==> src/rtl/mac_div_block.sv <==
// mac_div_block -- iterative unsigned restoring divider for the MAC datapath.
//
// Divides a chained dividend of 1, 2 or 4 MIN_WIDTH lanes (selected by cfg)
// by a single MIN_WIDTH divisor. One quotient bit is produced per enabled
// clock in RUN. Results are registered and presented with a one-cycle done.
//
// Ports:
//   clk   : clock
//   rst   : asynchronous active-low reset
//   en    : clock enable; low freezes all state and masks start
//   start : division request, sampled in IDLE with en high
//   cfg   : lane configuration, only cfg[1:0] decoded
//   A     : dividend, low k*MIN_WIDTH bits used
//   B     : divisor
//   busy  : high while a division is in RUN or DONE
//   done  : one-cycle pulse; Q, R, dz valid from this cycle
//   Q     : quotient, bits at/above k*MIN_WIDTH are zero
//   R     : remainder
//   dz    : divide-by-zero flag

`ifndef MAC_CONF_WIDTH
`define MAC_CONF_WIDTH 2
`endif
`ifndef MAC_SINGLE
`define MAC_SINGLE 2'b00
`endif
`ifndef MAC_DUAL
`define MAC_DUAL 2'b01
`endif
`ifndef MAC_QUAD
`define MAC_QUAD 2'b10
`endif

module mac_div_block #(
  parameter int MIN_WIDTH = 8,
  parameter int LANES     = 4
) (
  input  logic                          clk,
  input  logic                          rst,
  input  logic                          en,
  input  logic                          start,
  input  logic [`MAC_CONF_WIDTH-1:0]    cfg,
  input  logic [LANES*MIN_WIDTH-1:0]    A,
  input  logic [MIN_WIDTH-1:0]          B,
  output logic                          busy,
  output logic                          done,
  output logic [LANES*MIN_WIDTH-1:0]    Q,
  output logic [MIN_WIDTH-1:0]          R,
  output logic                          dz
);

  localparam int DW = LANES * MIN_WIDTH;
  localparam int CW = $clog2(DW + 1);
  localparam logic [CW-1:0] DW_C = CW'(DW);

  typedef enum logic [1:0] {
    IDLE,
    RUN,
    DONE
  } state_t;

  state_t state, state_nx;

  logic [DW-1:0]        dvd;     // dividend, left-aligned so the next bit is always the MSB
  logic [DW-1:0]        quo;
  logic [MIN_WIDTH-1:0] prem;
  logic [MIN_WIDTH-1:0] dsr;
  logic                 dz_r;
  logic [CW-1:0]        cnt;

  logic                 cfg_ok;
  logic [CW-1:0]        act_bits;
  logic [DW-1:0]        act_mask;
  logic [DW-1:0]        a_align;

  logic [MIN_WIDTH:0]   sh;
  logic [MIN_WIDTH-1:0] diff;
  logic                 fits;
  logic [MIN_WIDTH-1:0] prem_nx;

  // Lane decode and dividend alignment
  always_comb begin
    cfg_ok   = 1'b0;
    act_bits = '0;
    case (cfg[1:0])
      `MAC_SINGLE: begin cfg_ok = 1'b1;          act_bits = CW'(MIN_WIDTH);     end
      `MAC_DUAL:   begin cfg_ok = (LANES >= 2);  act_bits = CW'(2 * MIN_WIDTH); end
      `MAC_QUAD:   begin cfg_ok = (LANES >= 4);  act_bits = CW'(4 * MIN_WIDTH); end
      default:     ;
    endcase
    if (!cfg_ok) act_bits = '0;
    act_mask = (act_bits >= DW_C) ? '1 : ~({DW{1'b1}} << act_bits);
    a_align  = (A & act_mask) << (DW_C - act_bits);
  end

  // Restoring step. The partial remainder is conceptually MIN_WIDTH+1 bits
  // after the shift; the stored value is always < divisor, so only MIN_WIDTH
  // bits are kept, and the subtraction can be done modulo 2^MIN_WIDTH because
  // it is only used when the true difference fits.
  always_comb begin
    sh      = {prem, dvd[DW-1]};
    fits    = (sh >= {1'b0, dsr});
    diff    = sh[MIN_WIDTH-1:0] - dsr;
    prem_nx = fits ? diff : sh[MIN_WIDTH-1:0];
  end

  always_ff @(posedge clk or negedge rst) begin
    if (!rst) state <= IDLE;
    else      state <= state_nx;
  end

  always_comb begin
    state_nx = state;
    busy     = 1'b0;
    case (state)
      IDLE: begin
        if (en && start) begin
          if (!cfg_ok || B == '0) state_nx = DONE;
          else                    state_nx = RUN;
        end
      end
      RUN: begin
        busy = 1'b1;
        if (en && cnt == CW'(1)) state_nx = DONE;
      end
      DONE: begin
        busy     = 1'b1;
        state_nx = IDLE;
      end
      default: state_nx = IDLE;
    endcase
  end

  always_ff @(posedge clk or negedge rst) begin
    if (!rst) begin
      dvd  <= '0;
      quo  <= '0;
      prem <= '0;
      dsr  <= '0;
      dz_r <= 1'b0;
      cnt  <= '0;
      done <= 1'b0;
      Q    <= '0;
      R    <= '0;
      dz   <= 1'b0;
    end else begin
      done <= (state == DONE);
      case (state)
        IDLE: begin
          if (en && start) begin
            dvd  <= a_align;
            dsr  <= B;
            prem <= '0;
            quo  <= '0;
            dz_r <= 1'b0;
            cnt  <= act_bits;
            if (cfg_ok && B == '0) begin
              quo  <= act_mask;
              dz_r <= 1'b1;
            end
          end
        end
        RUN: begin
          if (en) begin
            dvd  <= dvd << 1;
            prem <= prem_nx;
            quo  <= {quo[DW-2:0], fits};
            cnt  <= cnt - CW'(1);
          end
        end
        DONE: begin
          Q  <= quo;
          R  <= prem;
          dz <= dz_r;
        end
        default: ;
      endcase
    end
  end

endmodule

==> config.mk <==
export PLATFORM = sky130hd
export DESIGN_NAME = mac_div_block
export DESIGN_NICKNAME = d
export VERILOG_FILES = /design/src/rtl/mac_div_block.sv
export SDC_FILE = /design/constraint.sdc
export NUM_CORES = 1
export LEC_CHECK = 0
export CAP_MARGIN = 40
export CORE_MARGIN = 2
export CORE_UTILIZATION = 40
export CTS_CLUSTER_DIAMETER = 60
export DETAILED_ROUTE_END_ITERATION = 8
export SETUP_SLACK_MARGIN = 0.2
export SYNTH_ARGS = -nofsm -noshare
export SYNTH_HDL_FRONTEND = slang
export SYNTH_SLANG_ARGS = --single-unit
==> constraint.sdc <==
create_clock -name clk -period 1.9 [get_ports clk]
set_input_delay 0.38 -clock clk [delete_from_list [all_inputs] [get_ports clk]]
set_output_delay 0.38 -clock clk [all_outputs]
set_load 0.01 [all_outputs]
# Word level (Yosys, flattened, before mapping)
# Index checks and enable logic that the tools add are counted.
# Widths: inputs -> output; s select.
dict set report classes {
  addsub 3
  n_mul 0
  div_mod_pow 0
  n_lt_le_gt_ge 2
  eq_ne 8
  shift 2
  mux 24
  bitwise 2
  n_reduce_logical 14
}
# operator count
set ops {}
lappend ops {{$mux 32} 6}
lappend ops {{$pmux 32 s2} 2}
lappend ops {{$and 32x32->32} 1}
lappend ops {{$not 32->32} 1}
lappend ops {{$shl 32x6->32} 1}
lappend ops {{$shl 32x6->32 const A} 1}
lappend ops {{$mux 8} 3}
lappend ops {{$mux 6} 3}
lappend ops {{$pmux 6 s3} 1}
lappend ops {{$pmux 8 s2} 1}
lappend ops {{$pmux 6 s2} 1}
lappend ops {{$ge 9x8->1} 1}
lappend ops {{$logic_not 8->1} 1}
lappend ops {{$sub 8x8->8} 1}
lappend ops {{$eq 6x1->1 const B} 1}
lappend ops {{$ge 6x6->1 const B} 1}
lappend ops {{$mux 2} 3}
lappend ops {{$ne 2x2->1 const B} 3}
lappend ops {{$sub 6x1->6 const B} 1}
lappend ops {{$sub 6x6->6 const A} 1}
lappend ops {{$eq 2x1->1 const B} 2}
lappend ops {{$eq 2x2->1 const B} 2}
lappend ops {{$logic_not 2->1} 2}
lappend ops {{$pmux 2 s2} 1}
lappend ops {{9 further kinds} 14}
dict set report totals {
  reg_bits 131
  latchBits 0
  ram_bits 0
  romBits 0
  inputBits 46
  output_inout_bits 43
  elab_cells 66
  mem_count 0
}

# Logic depth before layout (Yosys ltp)
# Gate-level depths: netlist (run 1).
dict set report depth {
  depth_word 11
  ltp_mapped 9
  ltp_nobuf 9
}

# Worst setup path before layout (run 1)
# OpenSTA, ideal clock, no wires.
dict set report synth_timing {
  path_type {reg-to-reg}
  startpoint {register prem[0]}
  endpoint {register prem[2]}
  setup_time_ps 116
  arrival_ps 1919
  t_required_ps 1784
  setup_slack_ps -135
  stages_incl_launch_ff 9
  n_path_buf 1
  period_less_slack_ps 2035
  path_cell_list {dfrtp_1 > ha_1 > nor2b_1 > o31a_1 > o41ai_1 > a22o_1 > buf_2 > nand3_1 > o311ai_0}
}
dict set report synth_between {
  elab_chain_len 4
  elab_cells_between_ends 5
  cone_classes {add/sub (1); order compare (1); mux (3)}
}
# item line
set synth_lines {}
lappend synth_lines {{from (decl)} 66} ;# logic [MIN_WIDTH-1:0] prem;
lappend synth_lines {{from (signal assigned)} 166} ;# prem <= prem_nx;
lappend synth_lines {{$sub 8x8->8 / $ge 9x8->1 (equally long branches)} {103, 102}}
lappend synth_lines {{$mux 8 (*)} 104} ;# prem_nx = fits ? diff : sh[MIN_WIDTH-1:0];
lappend synth_lines {{$mux 8 (*)} 164} ;# if (en) begin
lappend synth_lines {{$pmux 8 s2 (*)} 148} ;# case (state)
# Every way passes the cells marked *; elsewhere a longest branch is shown, timed or not. The select of a mux whose other input is x is not followed.
# A chain may end at the register's enable or synchronous reset.

# Final worst setup path (run 1)
dict set report layout_timing {
  startpoint {register prem[0]}
  endpoint {register prem[3]}
}
# The elaborated chain is that of the path after synthesis.

==> results.ini, run 1 <==
[min_path]
timing.hold.worst.start=B[4]
timing.hold.worst_path_depth=2
worst_hold_endpoint=dsr[4]
min_path_type=input port to flip-flop

[setup_path]
regToRegStartpoint=prem[0]
max_stage_delay_ns=0.39
critPathBufInv=1
worst_path_dominant_cell_family=compound AO/OA/AOI/OAI gates
critical_path_required_ns=2.21
path_class=flip-flop to flip-flop
cp_cell_sequence=ha_1, nor2b_4, o31a_1, o41ai_2, a22o_1, buf_6, mux2i_1, o21ai_1
worstSetupStartpointType=flip-flop
reg2reg_setup_slack_ns=-0.16
worst-path-max-fanout=2
timing.critical_path.arrival_ns=2.37
end_kind=flip-flop
crit-reg2reg-capture=prem[3]
worst_reg_to_reg_cells=8
worst_path_max_delay_cell=sky130_fd_sc_hd__dfrtp_1

[cts]
clk_pin_slew_ns=0.06
worst_skew_pair.late_latency_ns=0.43
cts_inserted_buffers=17
h-tree-depth=4
ctsLongestPathBuffers=2
tritoncts_num_sinks=131
clock-root-buffer=sky130_fd_sc_hd__clkbuf_16
cts_tree=done

[timing]
finalClockSkew_ns=0.00798
fmax_achieved_ghz=0.484
grt_setup_unrepaired=true
final.min_clock_period_ns=2.06
slew-limit-headroom=0.711
final_setup_vio_count=9
final.period_utilization=1.09
final_ws_setup_ns=-0.164
finalHoldViolCount=0
final_max_slew_viol_count=0
timing_worst_slew_pin_value_ns=0.429

[die]
die_width_um=129
floorplan.core_area_um2=15200
ios=89
rows=45
start_util=0.410
floorplan_die_area_um2=16600
die_y_um=129

[global_route]
first_global_vias=5118
grt-ovfl-total=0
antenna_found_initial=0
gr-usage-all-layers=0.197
grt_first_pass_wirelength_mm=25.7
grt_start_max_net_pins=67

[yosys]
synthesis.instances=567
yosys.area_share.xor_xnor=0.00843
postSynthRegisterBits=131
syn_area_per_cell_um2=11.0
synthSimpleGateAreaFrac=0.100
synthAdderAreaFrac=0.0413
post_synth_instance_area_um2=6230
synthesis.nets=633
synth_enable_flop_cells=0
yosys-mux-area-fraction=0.105
synth_top_family_by_area=compound AO/OA/AOI/OAI gates
ys_warn_count=0
postSynth.topFlopCell=sky130_fd_sc_hd__dfrtp_1
synth_sequential_area_ratio=0.526
synth-compound-area-share=0.184
share_of_synthesized_registers_carrying_an_async_set_or_reset=1.00
synthDistinctLibCells=49

[pwr]
static-leakage-power_uw=0.00495
pwr_density_cell_nw_per_um2=1210
post_layout_total_power_uw=11900
worst_ir_drop_vdd_uv=1290

[cells_and_area]
fin_util=0.646
final.fill_count=1152
insertedDiodeCount=0
area.growth.synth_to_final_pct=57.6
nNetsFinal=819
layout_common_cells=sky130_fd_sc_hd__dfrtp_1, sky130_fd_sc_hd__buf_4, sky130_fd_sc_hd__a22oi_2
drive_above_1_share=0.430
most_common_cell_after_layout_fill_and_taps_aside=sky130_fd_sc_hd__dfrtp_1
finish.instance_area_um2=9820

[place]
place_hpwl_mm=10.7
final_weighted_congestion_in_routability_driven_placement=0.882
placedInstanceArea_um2=7940
port-buffer-count=88
detailedPlace.worstSlack_ns=-0.344

[drt]
initial_drc_count=420
routed_wirelength_mm=18.1
postRouteAntennaNets=0
drt-wirelength-per-cell_um=18.9
first_pass_iters=5
via_count=5339
viasPerCell=5.60
drc_errors=0

[job]
number_of_max_capacitance_violations_reported=0

[outcome]
outcome=finished, violations left
violated_checks=negative setup slack

worst max path at each step:
stage | start | end | slack [ns] | depth (start not counted)
6_report | prem[0] | prem[3] | -0.16 | 8
5_1_grt | dsr[1] | prem[3] | -0.26 | 9
4_1_cts | prem[0] | prem[1] | -0.14 | 8
3_5_place_dp | cfg[0] | dvd[31] | -0.34 | 7
3_3_place_gp | cfg[0] | dvd[31] | -0.33 | 7
2_1_floorplan | prem[0] | prem[2] | -0.08 | 8
flip-flops by register name, summed over array words and instances, names as in the netlist:
signal / cells
quo: 32
state: 2
R: 8
dz_r: 1
dz: 1
dvd: 32
prem: 8
dsr: 8
cnt: 6
Q: 32
done: 1
power breakdown:
group / switching, uW / internal (uW) / total, uW / leakage [uW]
Clock: 1310 / 2080 / 3380 / 0.000288
Combinational: 2190 / 2510 / 4690 / 0.00287
Sequential: 485 / 3350 / 3840 / 0.00179
worst register-to-register path: cells and delay by family, from the launching register on:
kind / cells / cell delay, ns
AO/OA/AOI/OAI: 4 / 0.81
adder cells (fa/ha/maj): 1 / 0.31
buffers and inverters: 1 / 0.12
flip-flops: 1 / 0.39
multiplexers: 1 / 0.18
AND/OR/NAND/NOR: 1 / 0.13
cells in the mapped netlist (all sizes together), types with 3 or more instances:
cell type | instances | area share
nor3 | 4 | 0.0032
nor2b | 5 | 0.0050
a22oi | 71 | 0.086
buf | 8 | 0.0060
a221o | 7 | 0.011
nand3 | 13 | 0.010
a22o | 9 | 0.013
o31ai | 3 | 0.0036
o311ai | 3 | 0.0042
nor4 | 4 | 0.0064
inv | 17 | 0.010
a21oi | 4 | 0.0032
dfrtp | 131 | 0.53
xor2 | 5 | 0.0070
nor2 | 13 | 0.0078
ha | 19 | 0.038
clkbuf | 31 | 0.019
mux2i | 9 | 0.014
nand2 | 68 | 0.042
mux2 | 50 | 0.090
o21ai | 46 | 0.037
nand2b | 16 | 0.016
a32oi | 3 | 0.0042
per-layer routing:
metal  GRT usage  part of all wire  vias to the layer above
met3      0.0437             0.048                       22
li1            -                 -                     2461
met2       0.310              0.49                      174
met1       0.271              0.45                     2682
met4      0.0710             0.015                        0
met5           0                 0                        -
final cells by class:
class	count	area, um2	share of cell area
inverter	17	68.8	0.00700
tap	188	235	0.0239
sequential	131	3280	0.334
multi-input combinational	381	3410	0.347
timing repair buffer	205	2230	0.227
clock buffer	18	429	0.0437
clock inverter	14	175	0.0178
per-stage QoR:
stage               cells  hold WS (ns)  setup TNS [ns]
finish                954         0.309           -1.09
global route          954         0.312           -2.11
CTS                   930         0.506           -1.03
detailed placement    884         0.429          -19.02
global placement      884         0.423          -17.73
floorplan             567        0.0844          -0.452
what timing repair did:
item	4_1_cts	5_1_grt
pin swaps	8	65
hold buffers	1	0
cloned	1	16
buffers inserted	12	8
gates resized for setup	95	146
endpoints found under the setup margin	98	93
endpoints found under the hold margin	72	0
kinds of logic after synthesis:
group	count (synthesis)
xor+xnor	6
compound gates	163
simple gates	132
buf+inv	56
mux	59
flops	131
fa+ha+maj	20
(Power assumes the default switching activity.)
==> run 2, diff against run 1 <==
==> constraint.sdc (replaced) <==
create_clock -name clk -period 2.37 [get_ports clk]
set_input_delay 0.474 -clock clk [delete_from_list [all_inputs] [get_ports clk]]
set_output_delay 0.474 -clock clk [all_outputs]
set_load 0.01 [all_outputs]
==> run 2 against run 1 <==
The run now ends clean. Sequential cell count stayed put. Critical path type unchanged. Fmax down 1.1%. Wire length is 18% lower. Register-to-register slack better by 0.45 ns. Power decreased by 29%. Sequential power is 22% lower. Cell area decreased by 16%. Largest cell class is now flip-flops and latches. Highest routed layer unchanged. Critical path depth is 1 higher. Via count is 9.9% lower.
==> results.ini, run 2 (synthesis results as in run 1) <==
[outcome]
outcome=finished, final reports clean

[setup_path]
max_stage_delay_ns=0.39  ; about the same
cp_cell_sequence=inv_1, ha_4, nor2b_2, o31a_1, o41ai_2, a22o_1, buf_6, mux2i_1, o21ai_0
critical_path_required_ns=2.66  ; +0.45 ns
end_kind=flip-flop
regToRegStartpoint=dsr[1]
timing.critical_path.arrival_ns=2.38  ; about the same
crit-reg2reg-capture=prem[3]
path_class=flip-flop to flip-flop
worst_path_max_delay_cell=sky130_fd_sc_hd__dfrtp_1
worst_reg_to_reg_cells=9  ; +1
critPathBufInv=2  ; +1
worst_path_dominant_cell_family=compound AO/OA/AOI/OAI gates
worst-path-stages=9  ; +1
cp-startpoint=dsr[1]
critPathCapture=prem[3]
worst-path-max-fanout=6  ; +4
reg2reg_setup_slack_ns=0.28  ; +0.45 ns
worstSetupStartpointType=flip-flop

[cts]
ctsLongestPathBuffers=2  ; unchanged
h-tree-depth=4  ; unchanged
cts_inserted_buffers=17  ; unchanged
clk_pin_slew_ns=0.05  ; about the same
tritoncts_num_sinks=131  ; unchanged
clock-root-buffer=sky130_fd_sc_hd__clkbuf_16
worst_skew_pair.late_latency_ns=0.42  ; about the same
ctsHoldBuffers=0  ; -1
cts_tree=done

[cells_and_area]
nNetsFinal=742  ; -9.4%
layout_top_registers=Q x32, dvd x32, quo x32
insertedDiodeCount=0  ; unchanged
final.fill_count=1314  ; +14%
most_common_cell_after_layout_fill_and_taps_aside=sky130_fd_sc_hd__dfrtp_1
fin_util=0.545  ; -0.101
layoutNonFillerInstCount=877  ; -8.1%
drive_above_1_share=0.193  ; -0.236
layout_common_cells=sky130_fd_sc_hd__dfrtp_1, sky130_fd_sc_hd__clkdlybuf4s50_1, sky130_fd_sc_hd__a22oi_1
area.growth.synth_to_final_pct=32.9

[drt]
postRouteAntennaNets=0  ; unchanged
initial_drc_count=406  ; -3.3%
met2_length_mm=7.18  ; -19%
drc_errors=0  ; unchanged
wl_met1_mm=6.67  ; -18%
first_pass_iters=5  ; unchanged
drt-wirelength-per-cell_um=16.9  ; -11%
via_count=4808  ; -9.9%
detailed_route_wirelength_on_metal3_um=591  ; -32%
dr.max_layer_used=met4
routed_wirelength_mm=14.8  ; -18%
viasPerCell=5.48  ; -2.0%

[job]
number_of_max_capacitance_violations_reported=0  ; unchanged

[die]
floorplan.core_area_um2=15200  ; unchanged
die_y_um=129  ; unchanged
rows=45  ; unchanged
floorplan_die_area_um2=16600  ; unchanged
die_width_um=129  ; unchanged
ios=89  ; unchanged
start_util=0.410  ; unchanged

[place]
final_weighted_congestion_in_routability_driven_placement=0.907  ; +2.8%
port-buffer-count=88  ; unchanged
place_inst=843  ; -4.6%
place_hpwl_mm=10.5  ; -2.1%

[global_route]
grt_first_pass_wirelength_mm=24.8  ; -3.7%
grt_start_max_net_pins=58  ; -13%
gr-usage-all-layers=0.192  ; -0.00567
antenna_found_initial=0  ; unchanged
grt-ovfl-total=0  ; unchanged
first_global_vias=4873  ; -4.8%

[pwr]
post_layout_total_power_uw=8410  ; -29%
static-leakage-power_uw=0.00389  ; -21%
worst_ir_drop_vdd_uv=708  ; -45%
pwr_density_cell_nw_per_um2=1010  ; -16%

[timing]
timing_worst_slew_pin_value_ns=0.535  ; +0.106 ns
finalClockSkew_ns=0.00854  ; +0.000558 ns
final_setup_vio_count=0  ; -9
fmax_achieved_ghz=0.479  ; -1.1%
timing.hold.ws_ns=0.0437  ; -0.266 ns
finalHoldViolCount=0  ; unchanged
final.period_utilization=0.880  ; -0.206
final.min_clock_period_ns=2.09  ; +0.0222 ns
grt_setup_unrepaired=true
slew-limit-headroom=0.643  ; -0.0678
final_max_slew_viol_count=0  ; unchanged

[min_path]
min_path_type=input port to asynchronous set/reset pin

run 2: changes by cell type in the layout (fill, tap and decap cells not counted), sizes merged, moves of 2 or more:
cell / delta
clkbuf: -7
clkdlybuf4s50: +45
clkinvlp: -2
dlymetal6s2s: -20
dlygate4sd2: -24
inv: -4
bufinv: +3
buf: -65
run 2: routing by layer:
metal | GRT usage | vias up
li1 | - | 2294
met1 | 0.252 | 2344
met2 | 0.303 | 143
met3 | 0.0416 | 27
met4 | 0.0908 | 0
met5 | 0 | -
run 2: worst min path at each step:
stage                     endpoint  depth (start not counted)
after detailed placement      dz_r                          2
after global placement        dz_r                          2
final                       dsr[7]                          1
after floorplan               Q[0]                          0
after CTS                  prem[6]                          1
after global routing          R[2]                          1
run 2: power breakdown:
group	internal [uW]	total, uW	switching [uW]
sequential	2690	2980	290
combinational	1190	2460	1270
clock	2020	2980	954
total	5900	8410	2510
run 2: final cells by class:
class                           count  area [um2]  share of cell area
Inverter                           17        63.8             0.00770
Sequential cell                   131        3280               0.396
Multi-Input combinational cell    380        2790               0.336
Clock inverter                     10         203              0.0245
Timing Repair Buffer              129        1250               0.151
Tap cell                          188         235              0.0284
Clock buffer                       22         464              0.0560
run 2: stage by stage:
stage | cell area (um2) | setup TNS, ns | worst slack, ns
after global placement | 7550 | -0.0176 | -0.0124
after CTS | 8220 | 0 | 0.181
after global routing | 8290 | 0 | 0.188
after floorplan | 6230 | 0 | 0.335
after detailed placement | 7550 | -0.0463 | -0.0161
final | 8290 | 0 | 0.283
run 2: timing repair:
action / 4_1_cts / 5_1_grt
setup buffers: 0 / 2
gates cloned: 0 / 0
endpoints found under the hold margin: 0 / 0
setup endpoints to repair: 4 / 10
resized for setup: 1 / 11
pin swaps: 0 / 1
